===== src/rtl/rm_ihpsg13_2p_march_bist.sv =====
// rtl/rm_ihpsg13_2p_march_bist.sv - March C- BIST engine for a two-port (A write / B read) SRAM macro.
// One memory op per RUN cycle; read data is checked RD_LAT cycles after issue.
module rm_ihpsg13_2p_march_bist #(
  parameter int DW     = 16,
  parameter int AW     = 9,
  parameter int RD_LAT = 1
) (
  input  logic          CLK,
  input  logic          RST_N,
  input  logic          START,
  input  logic          STOP_ON_FAIL,
  input  logic [DW-1:0] BG,
  output logic          BIST_EN,
  output logic          A_BIST_MEN,
  output logic          A_BIST_WEN,
  output logic [AW-1:0] A_BIST_ADDR,
  output logic [DW-1:0] A_BIST_DIN,
  output logic [DW-1:0] A_BIST_BM,
  output logic          B_BIST_MEN,
  output logic          B_BIST_REN,
  output logic [AW-1:0] B_BIST_ADDR,
  input  logic [DW-1:0] B_DOUT,
  output logic          BUSY,
  output logic          DONE,
  output logic          FAIL,
  output logic [15:0]   FAIL_CNT,
  output logic [AW-1:0] FAIL_ADDR,
  output logic [2:0]    FAIL_ELEM
);

  typedef enum logic [1:0] {S_IDLE, S_RUN, S_DRAIN, S_DONE} state_t;

  localparam logic [AW-1:0] ADDR_MAX   = '1;
  localparam logic [AW-1:0] ADDR_ONE   = AW'(1);
  localparam logic [1:0]    DRAIN_LAST = 2'(RD_LAT - 1);

  state_t        state_q, state_d;
  logic [2:0]    elem_q, elem_d;
  logic [AW-1:0] addr_q, addr_d;
  logic          wr_ph_q, wr_ph_d;
  logic          stop_q, stop_d;
  logic [DW-1:0] bg_q, bg_d;
  logic [1:0]    drain_q, drain_d;
  logic          fail_q, fail_d;
  logic [15:0]   fail_cnt_q, fail_cnt_d;
  logic [AW-1:0] fail_addr_q, fail_addr_d;
  logic [2:0]    fail_elem_q, fail_elem_d;

  logic          pv_q    [RD_LAT];
  logic          pv_d    [RD_LAT];
  logic [DW-1:0] pexp_q  [RD_LAT];
  logic [DW-1:0] pexp_d  [RD_LAT];
  logic [AW-1:0] paddr_q [RD_LAT];
  logic [AW-1:0] paddr_d [RD_LAT];
  logic [2:0]    pelem_q [RD_LAT];
  logic [2:0]    pelem_d [RD_LAT];

  logic run, busy, rw_elem, is_read, down, inv_w, exp_inv, last_addr;
  logic miscmp, abort;

  always_comb begin
    run       = (state_q == S_RUN);
    busy      = run || (state_q == S_DRAIN);
    rw_elem   = (elem_q != 3'd0) && (elem_q != 3'd5);
    is_read   = (elem_q == 3'd5) || (rw_elem && !wr_ph_q);
    down      = (elem_q == 3'd3) || (elem_q == 3'd4);
    inv_w     = (elem_q == 3'd1) || (elem_q == 3'd3);
    exp_inv   = (elem_q == 3'd2) || (elem_q == 3'd4);
    last_addr = down ? (addr_q == '0) : (addr_q == ADDR_MAX);
    miscmp    = busy && pv_q[RD_LAT-1] && (B_DOUT != pexp_q[RD_LAT-1]);
    abort     = miscmp && stop_q;
  end

  // Compare pipeline: carries expected data, address and element alongside each read.
  always_comb begin
    pv_d[0]    = run && is_read && !abort;
    pexp_d[0]  = exp_inv ? ~bg_q : bg_q;
    paddr_d[0] = addr_q;
    pelem_d[0] = elem_q;
    for (int i = 1; i < RD_LAT; i++) begin
      pv_d[i]    = pv_q[i-1] && !abort;
      pexp_d[i]  = pexp_q[i-1];
      paddr_d[i] = paddr_q[i-1];
      pelem_d[i] = pelem_q[i-1];
    end
  end

  always_comb begin
    state_d     = state_q;
    elem_d      = elem_q;
    addr_d      = addr_q;
    wr_ph_d     = wr_ph_q;
    stop_d      = stop_q;
    bg_d        = bg_q;
    drain_d     = drain_q;
    fail_d      = fail_q;
    fail_cnt_d  = fail_cnt_q;
    fail_addr_d = fail_addr_q;
    fail_elem_d = fail_elem_q;

    case (state_q)
      S_IDLE, S_DONE: begin
        if (START) begin
          state_d     = S_RUN;
          elem_d      = 3'd0;
          addr_d      = '0;
          wr_ph_d     = 1'b0;
          stop_d      = STOP_ON_FAIL;
          bg_d        = BG;
          fail_d      = 1'b0;
          fail_cnt_d  = 16'h0000;
          fail_addr_d = '0;
          fail_elem_d = 3'd0;
        end
      end
      S_RUN: begin
        if (abort) begin
          state_d = S_DONE;
        end else if (rw_elem && !wr_ph_q) begin
          wr_ph_d = 1'b1;
        end else begin
          wr_ph_d = 1'b0;
          if (!last_addr) begin
            addr_d = down ? (addr_q - ADDR_ONE) : (addr_q + ADDR_ONE);
          end else if (elem_q == 3'd5) begin
            state_d = S_DRAIN;
            drain_d = 2'd0;
          end else begin
            // Next element is M3 or M4 when leaving M2 or M3: those walk downward.
            elem_d = elem_q + 3'd1;
            addr_d = ((elem_q == 3'd2) || (elem_q == 3'd3)) ? ADDR_MAX : '0;
          end
        end
      end
      S_DRAIN: begin
        if (abort || (drain_q == DRAIN_LAST)) begin
          state_d = S_DONE;
        end else begin
          drain_d = drain_q + 2'd1;
        end
      end
      default: state_d = S_IDLE;
    endcase

    if (miscmp) begin
      if (fail_cnt_q != 16'hFFFF) begin
        fail_cnt_d = fail_cnt_q + 16'd1;
      end
      if (!fail_q) begin
        fail_d      = 1'b1;
        fail_addr_d = paddr_q[RD_LAT-1];
        fail_elem_d = pelem_q[RD_LAT-1];
      end
    end
  end

  always_ff @(posedge CLK or negedge RST_N) begin
    if (!RST_N) begin
      state_q     <= S_IDLE;
      elem_q      <= 3'd0;
      addr_q      <= '0;
      wr_ph_q     <= 1'b0;
      stop_q      <= 1'b0;
      bg_q        <= '0;
      drain_q     <= 2'd0;
      fail_q      <= 1'b0;
      fail_cnt_q  <= 16'h0000;
      fail_addr_q <= '0;
      fail_elem_q <= 3'd0;
      for (int i = 0; i < RD_LAT; i++) begin
        pv_q[i]    <= 1'b0;
        pexp_q[i]  <= '0;
        paddr_q[i] <= '0;
        pelem_q[i] <= 3'd0;
      end
    end else begin
      state_q     <= state_d;
      elem_q      <= elem_d;
      addr_q      <= addr_d;
      wr_ph_q     <= wr_ph_d;
      stop_q      <= stop_d;
      bg_q        <= bg_d;
      drain_q     <= drain_d;
      fail_q      <= fail_d;
      fail_cnt_q  <= fail_cnt_d;
      fail_addr_q <= fail_addr_d;
      fail_elem_q <= fail_elem_d;
      for (int i = 0; i < RD_LAT; i++) begin
        pv_q[i]    <= pv_d[i];
        pexp_q[i]  <= pexp_d[i];
        paddr_q[i] <= paddr_d[i];
        pelem_q[i] <= pelem_d[i];
      end
    end
  end

  always_comb begin
    BIST_EN     = busy;
    BUSY        = busy;
    DONE        = (state_q == S_DONE);
    A_BIST_MEN  = run && !is_read;
    A_BIST_WEN  = run && !is_read;
    A_BIST_ADDR = addr_q;
    A_BIST_DIN  = (run && !is_read) ? (inv_w ? ~bg_q : bg_q) : '0;
    A_BIST_BM   = '1;
    B_BIST_MEN  = run && is_read;
    B_BIST_REN  = run && is_read;
    B_BIST_ADDR = addr_q;
    FAIL        = fail_q;
    FAIL_CNT    = fail_cnt_q;
    FAIL_ADDR   = fail_addr_q;
    FAIL_ELEM   = fail_elem_q;
  end

endmodule


===== config.mk =====
export PLATFORM = sky130hd
export DESIGN_NAME = rm_ihpsg13_2p_march_bist
export DESIGN_NICKNAME = d
export VERILOG_FILES = /design/src/rtl/rm_ihpsg13_2p_march_bist.sv
export SDC_FILE = /design/constraint.sdc
export NUM_CORES = 1
export LEC_CHECK = 0
export BUFFER_PORTS_ARGS = -buffer_cell sky130_fd_sc_hd__buf_2
export CORE_ASPECT_RATIO = 1.2
export CORE_MARGIN = 3
export CORE_UTILIZATION = 58
export DETAILED_ROUTE_END_ITERATION = 7
export GPL_TIMING_DRIVEN = 1
export PLACE_DENSITY = 0.95
export SYNTH_ARGS = -nofsm -noshare
export SYNTH_HDL_FRONTEND = slang
export SYNTH_SLANG_ARGS = --single-unit
export TNS_END_PERCENT = 30

===== constraint.sdc =====
create_clock -name CLK -period 4.9 [get_ports CLK]
set_input_delay 1.47 -clock CLK [delete_from_list [all_inputs] [get_ports CLK]]
set_output_delay 1.47 -clock CLK [all_outputs]
set_load 0.02 [all_outputs]

Yosys cells after proc, flatten, opt, wreduce, memory -nomap -nowiden --
Cells that the tools add are included.
Word-level totals: input bits 36, output and inout bits 86, logic and storage cells 127, flip-flop bits (word level) 92
Cells by class: muxes and demuxes 51, reductions and logical operators 31, add/subtract/negate cells 5, bitwise operators 1, equality and inequality tests 24
Operators by type and width (count):
- $mux W16 | 7
- $mux W9 | 11
- $mux W3 | 9
- $mux W2 | 11
- $pmux W9 S2 | 1
- $add A16 B1 Y16 const B | 1
- $ne A16 B16 Y1 | 1
- $ne A16 B16 Y1 const B | 1
- $not A16 Y16 | 1
- $reduce_and A6 Y1 | 2
- $ne A2 B2 Y1 const B | 5
- $reduce_and A5 Y1 | 2
- $add A9 B1 Y9 const B | 1
- $eq A9 B9 Y1 const B | 1
- $logic_not A9 Y1 | 1
- $ne A3 B3 Y1 const B | 3
- $sub A9 B1 Y9 const B | 1
- $logic_and A1 B1 Y1 | 8
- $mux W1 | 8
- $logic_or A1 B1 Y1 | 7
- $eq A3 B2 Y1 const B | 2
- $eq A3 B3 Y1 const B | 2
- $ne A2 B1 Y1 const B | 3
- $ne A3 B1 Y1 const B | 2
- other kinds (16) | 21

Longest topological paths before layout --
Gate-level depths: netlist of the first run.
word-level depth 8, gate-level depth with buffers 12, depth with buffers taken out 12

Worst setup path after synthesis of the first run --
No wires, ideal clock.
path type reg-to-output, from register elem_q[0], to output port A_BIST_DIN[10], stages on the path, launching flop included 7, path buffers 1, path slack 1.419 ns, data required time 3.430 ns, data arrival time 2.011 ns, path through dfrtp_1 ha_1 ha_1 a21oi_1 buf_2 xor2_1 nor2_1
On the way: word-level cells in the longest chain between the ends 7, elaborated cells on any way between the ends 13, classes of those cells 4 x eq/ne; 2 x mux; 7 x reduce/logical
Ends and longest elaborated chain:
- start: declaration | line 38 | logic [2:0] elem_q, elem_d;
- start signal: assignment | line 178 | elem_q <= elem_d;
- $ne A3 B3 Y1 or $reduce_bool A3 Y1 (tied branches) | line 64 | rw_elem = (elem_q != 3'd0) && (elem_q != 3'd5);
- $logic_and A1 B1 Y1 | line 64
- $logic_and A1 B1 Y1 | line 65 | is_read = (elem_q == 3'd5) || (rw_elem && !wr_ph_q);
- $logic_or A1 B1 Y1 | line 65
- $logic_not A1 Y1 | line 204 | A_BIST_DIN = (run && !is_read) ? (inv_w ? ~bg_q : bg_q) : '0;
- $logic_and A1 B1 Y1 | line 204
- $mux W16 * | line 204
- end: declaration | line 17 | output logic [DW-1:0] A_BIST_DIN,
Every way passes the cells marked *; elsewhere a longest branch is shown, timed or not.

Final worst setup path of the first run --
from register elem_q[2], to output port A_BIST_DIN[10]
Same word-level chain as after synthesis.

==> results of run 1 <==
-- layer usage --
layer / GRT usage (%) / wire length [microns]
met1: 29.6 / 4220
met2: 41.3 / 5940
met3: 4.57 / 471
met4: 8.94 / 283
met5: 0 / 0
-- metrics by stage --
stage | hold slack [ns] | utilization [%] | std cells | worst slack [ns]
global route | 0.489 | 69.7 | 679 | 0.651
CTS | 0.465 | 69.7 | 679 | 0.762
floorplan | 0.374 | - | 487 | 1.42
detailed placement | 0.439 | 67.3 | 664 | 1.23
global placement | 0.432 | 67.3 | 664 | 1.39
finish | 0.466 | 69.7 | 679 | 0.719
-- logic make-up after synthesis --
kind of cell             after synthesis  share of synthesized area [%]
multiplexers                          29                           6.51
buffers and inverters                 59                           7.10
flip-flops                            92                           47.3
other                                  1                         0.0771
XOR/XNOR                              57                           10.3
adder cells (fa/ha/maj)               19                           5.04
AND/OR/NAND/NOR                      139                           13.5
AO/OA/AOI/OAI                         76                           10.2
-- worst min-delay path by stage --
stage,endpoint,startpoint,cells after the start,slack [ns]
4_1_cts,FAIL_ADDR[3],paddr_q[3],2,0.47
2_1_floorplan,pelem_q[2],elem_q[2],0,0.37
3_5_place_dp,FAIL_ADDR[3],paddr_q[3],2,0.44
5_1_grt,FAIL_ELEM[0],pelem_q[0],2,0.49
3_3_place_gp,FAIL_ADDR[4],paddr_q[4],2,0.43
6_report,FAIL_ADDR[1],paddr_q[1],2,0.47
-- cell usage in the layout, fill, tap and decap left out, types with 5 or more instances in the layout --
cell,instances
ha_1,18
buf_2,104
xor2_1,35
nand4_1,6
nor2_1,32
conb_1,16
nand2_1,54
nor4_1,5
a21oi_1,8
xnor2_1,22
nor3_1,6
o21ai_0,28
a21o_1,10
clkbuf_8,9
inv_1,16
a211oi_1,8
dfrtp_1,92
mux2i_1,10
nand3_1,16
mux2_2,17
-- cells in the mapped netlist (all sizes together), types with 4 or more instances --
master	number
a211oi	8
a21o	10
a21oi	10
a31oi	5
and2	4
buf	34
clkbuf	8
dfrtp	92
ha	18
inv	17
mux2	18
mux2i	11
nand2	54
nand3	16
nand4	6
nor2	32
nor2b	4
nor3	6
nor4	7
o21ai	29
xnor2	22
xor2	35
-- state kept, by name, summed over array words and instances, names as in the netlist, 2 cells and up --
| register | count |
|---|---|
| FAIL_ELEM | 3 |
| FAIL_CNT | 16 |
| state_q | 2 |
| bg_q | 16 |
| FAIL_ADDR | 9 |
| pelem_q | 3 |
| paddr_q | 9 |
| pexp_q | 16 |
| drain_q | 2 |
| A_BIST_ADDR | 9 |
| elem_q | 3 |
-- power breakdown --
part           switching (W)  internal [W]  leakage (nW)
clock network       0.000260      0.000235        0.0850
logic              0.0000335     0.0000134          1.60
registers                  0      0.000758          1.25
total               0.000294       0.00101          2.93
-- worst min-delay path, cell delays in order, from the launching register on --
cell	delay (ns)
dfrtp_1	0.33
nand2_1	0.04
o21ai_0	0.06
-- cell type report --
class / count / area (sq um) / area share, %
Inverter: 17 / 63.8 / 1.16
Multi-Input combinational cell: 336 / 2280 / 41.3
Clock inverter: 5 / 61.3 / 1.11
Clock buffer: 10 / 128 / 2.31
Tap cell: 111 / 139 / 2.51
Sequential cell: 92 / 2300 / 41.7
Timing Repair Buffer: 108 / 551 / 9.97
==> metrics.txt, run 1 <==
run status finished, final reports clean; endpoints failing hold 0; Pwr per Cell Area between 200 and 250 nW/um^2; post-synthesis cell count 472; Seq/Total Area, Yosys about 47%; overall power 0.00130 W; Core Box Area slightly below 8000 sq um; fill cell count about 560; Crit path depth 6; #FFs+latches synth 92; Max VDD drop roughly 0.19 mV; Final ANT Viol Nets 0; final worst-path cycle share between 80% and 90%; DR iter-0 viols roughly 190; Vias/cell approximately 5.4; final setup vio count 0; Synth area leader dfrtp_1; area post-placement between 5000 and 6000 sq um; Critical Path AT about 2.7 ns; vias in the first global route 3754; CP Class reg -> out; initial antenna violation count 0; Slowest cell on crit path a21oi_2; Crit. End Element primary output; worst setup path start elem_q[2]; critical path cell sequence inv_1 -> ha_1 -> a21oi_2 -> xor2_1 -> nor2_1 -> buf_2; die area about 9500 sq um; layout cells sized above 1 26.2%; drt pass-1 iters 5; Worst Reg-to-Reg Cells 11; end point of the critical path A_BIST_DIN[10]; Setup crit start kind flip-flop; delay-heaviest family, CP compound AO/OA/AOI/OAI gates; Worst Hold Class reg -> reg; Static Leak roughly 2.9 nW; routability cong. between 0.8 and 0.9; top cells by area, synth dfrtp_1 (47%), xor2_1 (6.3%), ha_1 (4.6%), buf_4 (4.3%), nand2_1 (4.2%); RSZ-0062 raised after global routing false; Inserted Diodes 0; drt wl/cell about 16 microns; routed wire length 10900 microns; cell area after layout approximately 5500 sq um; Final min period 4.18 ns; Worst Max-Slew Pin Slew 1.13 ns; Synth Flop Type dfrtp_1; maximum fanout along the worst path 16; Clock Latency Late Sink 0.36 ns; critical path buffer and inverter count 2; synth-to-layout area growth 13.6%; Worst EP required between 3 and 4 ns; flop2flop setup slack 1.96 ns; nets approximately 620; total gr overflow 0; cts bufs inserted 9; crit-path max cell delay a little over 0.8 ns; Max-Cap Viols 0; # IOs roughly 120; DR DRC count 0; Synth Warn # 0; FMAX ~240 MHz; Die X 89.6 microns; Post-synth EDFFs 0; top cell type's share of synthesized area between 40 and 50%; CTS resizes 0; first-pass GRT wire length 17900 microns; end of the worst register-to-register path A_BIST_ADDR[8]; hpwl dp approximately 8000 microns; Vias about 3700; Core Rows 35; worst clock skew around 0.015 ns; R2R Path Start elem_q[0]; Mapped Avg Cell Area ~10 sq um; Yosys cell types 50; quantity of hold-fixing buffers added after cts 0; CTS sink count 92; async set-reset flop share out of synthesis 100%; Fin Setup TNS 0 ns; clock slew at reported path FFs around 0.090 ns; port bufs around 110; Global Route Usage Sum between 20% and 30%; CTS root buffer clkbuf_8; chip height roughly 110 microns; initial core utilization 61.4%; max_slew headroom between 20 and 25%; clk buf depth 2; Syn Std Cell Area 4860 sq um; CTS tree built; pin count of the biggest net entering global routing 60; Slew Limit Fails 0; Post-CTS Setup Bufs 0; H-tree Lvls 3
No activity file was read; power rests on OpenSTA's default activity.
==> run 2, diff against run 1 <==
--- a/config.mk
+++ b/config.mk
@@ -7,7 +7,6 @@
 export LEC_CHECK = 0
 export BUFFER_PORTS_ARGS = -buffer_cell sky130_fd_sc_hd__buf_2
 export CORE_ASPECT_RATIO = 1.2
-export CORE_MARGIN = 3
 export CORE_UTILIZATION = 58
 export DETAILED_ROUTE_END_ITERATION = 7
 export GPL_TIMING_DRIVEN = 1
==> metrics.txt, run 2 (synthesis gave the netlist of run 1 again) <==
DR iter-0 viols 195 (+4.8%); chip height 102 microns (-3.8%); commonest non-fill, non-tap cell in the layout buf_2; Inserted Diodes 0 (unchanged); FMAX 247 MHz (+3.3%); pin count of the biggest net entering global routing 71 (+18%); drt pass-1 iters 4 (-1); maximum fanout along the worst path 16 (unchanged); CTS sink count 92 (unchanged); endpoints failing hold 0 (unchanged); quantity of hold-fixing buffers added after cts 0 (unchanged); Static Leak 2.93 nW (about the same); worst clock skew 0.0102 ns (-0.00520 ns); clk buf depth 2 (unchanged); met1 usage 28.5% (-1.1 points); CTS tree built; synth-to-layout area growth 12.7%; first-pass GRT wire length 16500 microns (-8.2%); critical path cell sequence inv_1 -> ha_1 -> a21oi_2 -> xor2_1 -> nor2_1 -> buf_2; port bufs 105 (unchanged); Fin Setup TNS 0 ns (unchanged); drt wl/cell 14.9 microns (-7.2%); CP Class reg -> out; initial antenna violation count 0 (unchanged); CTS root buffer clkbuf_8; Global Route Usage Sum 24.2% (+0.057 points); Vias 3649 (-0.14%); most frequent cells in the layout buf_2 (104), dfrtp_1 (92), nand2_1 (54); Slowest cell on crit path a21oi_2; vias in the first global route 3536 (-5.8%); initial core utilization 60.0% (-1.4 points); Worst Reg-to-Reg Cells 11 (unchanged); layout cells sized above 1 26.2% (unchanged); Core Rows 36 (+2.9%); H-tree Lvls 3 (unchanged); crit-path max cell delay 0.81 ns (about the same); end of the worst register-to-register path A_BIST_ADDR[8]; Crit. End Element primary output; Max-Cap Viols 0 (unchanged); area post-placement 5320 sq um (-0.38%); Clock Latency Late Sink 0.36 ns (about the same); Worst Hold Class reg -> reg; GR Layer Usage met3 3.96% (-0.62 points); Slew Limit Fails 0 (unchanged); final worst-path cycle share 82.6% (-2.7 points); Hold Crit Endpoint pelem_q[1]; run status finished, final reports clean; Max VDD drop 0.211 mV (+10%); Core Box Area 8110 sq um (+2.3%); R2R Path Start elem_q[0]; Critical Path AT 2.58 ns (-0.13 ns); DR DRC count 0 (unchanged); Vias/cell 5.50 (+2.3%); dpl ws 1.22 ns (-0.00712 ns); Post-CTS Setup Bufs 0 (unchanged); Final ANT Viol Nets 0 (unchanged); CTS resizes 0 (unchanged); # IOs 122 (unchanged); cts bufs inserted 9 (unchanged); Final min period 4.05 ns (-0.134 ns); final setup vio count 0 (unchanged); worst setup path start elem_q[2]; cell area after layout 5480 sq um (-0.75%); Hold Startpoint elem_q[1]; Die X 85.6 microns (-4.5%); worst setup margin 0.853 ns (+0.134 ns); Pwr per Cell Area 229 nW/um^2 (-2.9%); Worst Max-Slew Pin Slew 1.13 ns (+0.000689 ns); routability cong. 0.855 (-0.51%); routed wire length 9880 microns (-9.4%); Setup crit start kind flip-flop; total gr overflow 0 (unchanged); flop2flop setup slack 1.97 ns (about the same); met2 Track Usage GR 42.4% (+1.1 points); Worst EP required 3.43 ns (about the same); hpwl dp 7230 microns (-8.3%); RSZ-0062 raised after global routing false; global-route layer with the greatest usage met2; clock slew at reported path FFs 0.08 ns (about the same); die area 8760 sq um (-8.1%); max_slew headroom 24.4% (-0.046 points); nets 619 (unchanged); Hold Path Stages 0 (-2)
-- run 2: cell types whose count changed in the layout (fill, tap and decap cells not counted) --
cell	delta
clkinv_2	+2
clkinvlp_4	-2
bufinv_16	-1
clkbuf_8	+1
clkinv_4	+1
inv_6	-1
-- run 2: worst max-delay path: cells and delay by family (launching register included) --
family,cells,cell delay [ns]
AO/OA/AOI/OAI,1,0.81
XOR/XNOR,1,0.18
adder cells (fa/ha/maj),1,0.23
buffers and inverters,2,0.33
flip-flops,1,0.51
AND/OR/NAND/NOR,1,0.16
-- run 2: cell type report --
type,instances,area (sq um)
multi-input combinational,336,2280
timing repair buffer,108,551
inverter,17,63.8
clock buffer,11,141
fill,578,2630
sequential,92,2300
clock inverter,4,26.3
tap,95,119
-- run 2: report_power, final --
group | leakage [nW] | switching [W] | internal (W)
Clock | 0.0852 | 0.000255 | 0.000195
Combinational | 1.60 | 0.0000326 | 0.0000134
Sequential | 1.25 | 0 | 0.000758
Total | 2.93 | 0.000287 | 0.000967
-- run 2: how the worst max path moves through the flow --
stage	end	depth (start not counted)	slack (ns)
floorplan	A_BIST_DIN[10]	6	1.42
global placement	A_BIST_ADDR[8]	8	1.40
detailed placement	A_BIST_DIN[8]	6	1.22
CTS	A_BIST_DIN[8]	6	0.82
global route	A_BIST_DIN[15]	6	0.67
finish	A_BIST_DIN[8]	6	0.85
-- run 2: metal layers --
| layer | share of wire [%] | up-vias |
|---|---|---|
| met5 | 0 | - |
| met4 | 3.1 | 0 |
| met3 | 3.4 | 31 |
| met2 | 52 | 111 |
| met1 | 41 | 1763 |
| li1 | - | 1744 |
-- run 2: per-stage QoR --
stage | utilization, % | std cells | hold WS [ns] | power (W)
after detailed placement | 65.6 | 648 | 0.444 | 0.000821
after CTS | 67.6 | 663 | 0.466 | 0.00127
after floorplan | - | 487 | 0.374 | 0.000799
after global placement | 65.6 | 648 | 0.434 | 0.000820
after global routing | 67.6 | 663 | 0.488 | 0.00130
final | 67.6 | 663 | 0.464 | 0.00125
==> run 3, diff against run 2 <==
--- a/config.mk
+++ b/config.mk
@@ -7,10 +7,10 @@
 export LEC_CHECK = 0
 export BUFFER_PORTS_ARGS = -buffer_cell sky130_fd_sc_hd__buf_2
 export CORE_ASPECT_RATIO = 1.2
-export CORE_UTILIZATION = 58
+export CORE_UTILIZATION = 48
 export DETAILED_ROUTE_END_ITERATION = 7
 export GPL_TIMING_DRIVEN = 1
-export PLACE_DENSITY = 0.95
+export PLACE_DENSITY = 0.86
 export SYNTH_ARGS = -nofsm -noshare
 export SYNTH_HDL_FRONTEND = slang
 export SYNTH_SLANG_ARGS = --single-unit
==> constraint.sdc (replaced) <==
create_clock -name CLK -period 3.5 [get_ports CLK]
set_input_delay 1.05 -clock CLK [delete_from_list [all_inputs] [get_ports CLK]]
set_output_delay 1.05 -clock CLK [all_outputs]
set_load 0.02 [all_outputs]
==> metrics.txt, run 3 (synthesis gave the netlist of run 1 again) <==
DR DRC count 0 (unchanged); Max VDD drop 0.265 mV (+26%); # IOs 122 (unchanged); Max-Cap Viols 0 (unchanged); drt pass-1 iters 4 (unchanged); Pwr per Cell Area 375 nW/um^2 (+64%); Final min period between 3 and 4 ns; Die X 93.9 microns (+9.7%); Fin Setup TNS 0 ns (unchanged); port bufs 105 (unchanged); routability cong. 0.864 (+0.99%); initial antenna violation count 0 (unchanged); CTS tree built; Setup crit start kind flip-flop; CTS sink count 92 (unchanged); FMAX roughly 300 MHz; H-tree Lvls 3 (unchanged); layout cells sized above 1 26.7% (+0.52 points); most frequent CP cell nor2_1; critical path buffer and inverter count 2 (unchanged); Hold Crit Endpoint FAIL_ADDR[1]; sequential share of power 49.8% (-11 points); DR iter-0 viols 243 (+25%); first-pass GRT wire length 17600 microns (+7.1%); quantity of hold-fixing buffers added after cts 0 (unchanged); flop2flop setup slack 0.44 ns (-1.53 ns); chip height 112 microns (+9.7%); Final Util 59.0% (-8.6 points); Vias/cell 5.29 (-3.9%); commonest non-fill, non-tap cell in the layout buf_2; most frequent cells in the layout buf_2 (104), dfrtp_1 (92), nand2_1 (54); Worst EP required 2.45 ns (-0.98 ns); cts bufs inserted 9 (unchanged); synth-to-layout area growth 17.2%; worst clock skew 0.00493 ns (-0.00530 ns); Slew Limit Fails 0 (unchanged); final setup vio count 0 (unchanged); Switching Fraction 20.6% (-2.3 points); Worst Max-Slew Pin Slew 1.27 ns (+0.134 ns); clk buf depth 2 (unchanged); R2R Path Start elem_q[0]; Post-CTS Setup Bufs 0 (unchanged); routed wire length 10800 microns (+9.5%); clock slew at reported path FFs 0.06 ns (-0.02 ns); Crit. End Element primary output; total gr overflow 0 (unchanged); Global Route Usage Sum 21.5% (-2.6 points); Slowest cell on crit path dfrtp_1; critical path cell sequence inv_1 -> ha_1 -> nor2_1 -> o22ai_1 -> nand2_1 -> nor2_1 -> buf_2; end of the worst register-to-register path A_BIST_ADDR[8]; CP Class reg -> out; nets 622 (+0.48%); worst setup margin 0.153 ns (-0.700 ns); Clock Latency Late Sink 0.34 ns (-0.02 ns); Hold Path Stages 2 (+2); Worst Hold Class reg -> reg; Final ANT Viol Nets 0 (unchanged); dpl ws 0.231 ns (-0.992 ns); drt wl/cell 15.6 microns (+4.4%); initial core utilization 50.3% (-9.6 points); Clock power frac 47.1% (+11 points); endpoints failing hold 0 (unchanged); run status finished, final reports clean; Static Leak 3.02 nW (+3.0%); Critical Path AT 2.30 ns (-0.28 ns); CTS root buffer clkbuf_16; Worst Reg-to-Reg Cells 11 (unchanged); Core Box Area 9660 sq um (+19%); max_slew headroom 15.1% (-9.2 points); vias in the first global route 3616 (+2.3%); Core Rows 39 (+8.3%); crit-path max cell delay 0.43 ns (-0.38 ns); Vias 3675 (+0.71%); internal power 0.00170 W (+75%); die area 10500 sq um (+20%); hpwl dp 7720 microns (+6.8%); final worst-path cycle share between 90% and 100%; delay-heaviest family, CP simple AND/OR/NAND/NOR gates; Logic pwr share 3.1% (-0.6 points); RSZ-0062 raised after global routing false; maximum fanout along the worst path 17 (+1); pin count of the biggest net entering global routing 56 (-21%); CTS resizes 0 (unchanged); NetSw 0.000441 W (+54%); Inserted Diodes 0 (unchanged); Hold Startpoint paddr_q[1]
run 3: worst reg2reg max path: stages, from the launching register on:
cell and delay, ns:
dfrtp_1 0.43, inv_1 0.09, ha_1 0.26, mux2_4 0.36, ha_1 0.31, nor2b_1 0.16, o2111ai_1 0.19, nand3_1 0.14
o41ai_1 0.47, xnor2_1 0.16, o21ba_2 0.23, o22a_1 0.16
run 3: layout make-up:
type	count	area, sq um
clock buffer	13	270
clock inverter	3	43.8
fill	799	3960
inverter	17	63.8
multi-input combinational	336	2280
sequential	92	2300
tap	123	154
timing repair buffer	111	586
run 3: worst max path at each step:
stage          cells after the start  slack, ns        endpoint        from
4_1_cts                            7       0.17   A_BIST_DIN[9]   elem_q[1]
2_1_floorplan                      6       0.44  A_BIST_DIN[10]   elem_q[0]
6_report                           7       0.15  A_BIST_DIN[10]   elem_q[1]
3_3_place_gp                       7       0.46    FAIL_ADDR[8]  B_DOUT[12]
3_5_place_dp                       7       0.23    FAIL_ADDR[8]   B_DOUT[2]
5_1_grt                            7       0.02   A_BIST_DIN[9]   elem_q[1]
run 3: power by group through the flow:
stage	combinational, W	clock (W)	sequential, W
6_report	0.0000667	0.00101	0.00106
5_1_grt	0.0000754	0.00107	0.00106
2_1_floorplan	0.0000350	0	0.00108
3_5_place_dp	0.0000676	0	0.00108
3_3_place_gp	0.0000652	0	0.00108
4_1_cts	0.0000678	0.00102	0.00106
run 3: per-stage QoR:
stage / instance area (sq um) / hold WS, ns / total power, W / instances
3_3_place_gp: 5390 / 0.429 / 0.00115 / 679
3_5_place_dp: 5390 / 0.440 / 0.00115 / 679
2_1_floorplan: 4920 / 0.374 / 0.00112 / 487
5_1_grt: 5700 / 0.480 / 0.00220 / 695
4_1_cts: 5700 / 0.456 / 0.00215 / 695
6_report: 5700 / 0.457 / 0.00214 / 695
run 3: per-layer routing:
| layer | vias up | routed length (microns) | track usage (%) |
|---|---|---|---|
| met1 | 1803 | 4440 | 26.3 |
| li1 | 1751 | - | - |
| met3 | 32 | 351 | 3.86 |
| met2 | 89 | 5660 | 36.4 |
| met4 | 0 | 370 | 10.5 |
| met5 | - | 0 | 0 |
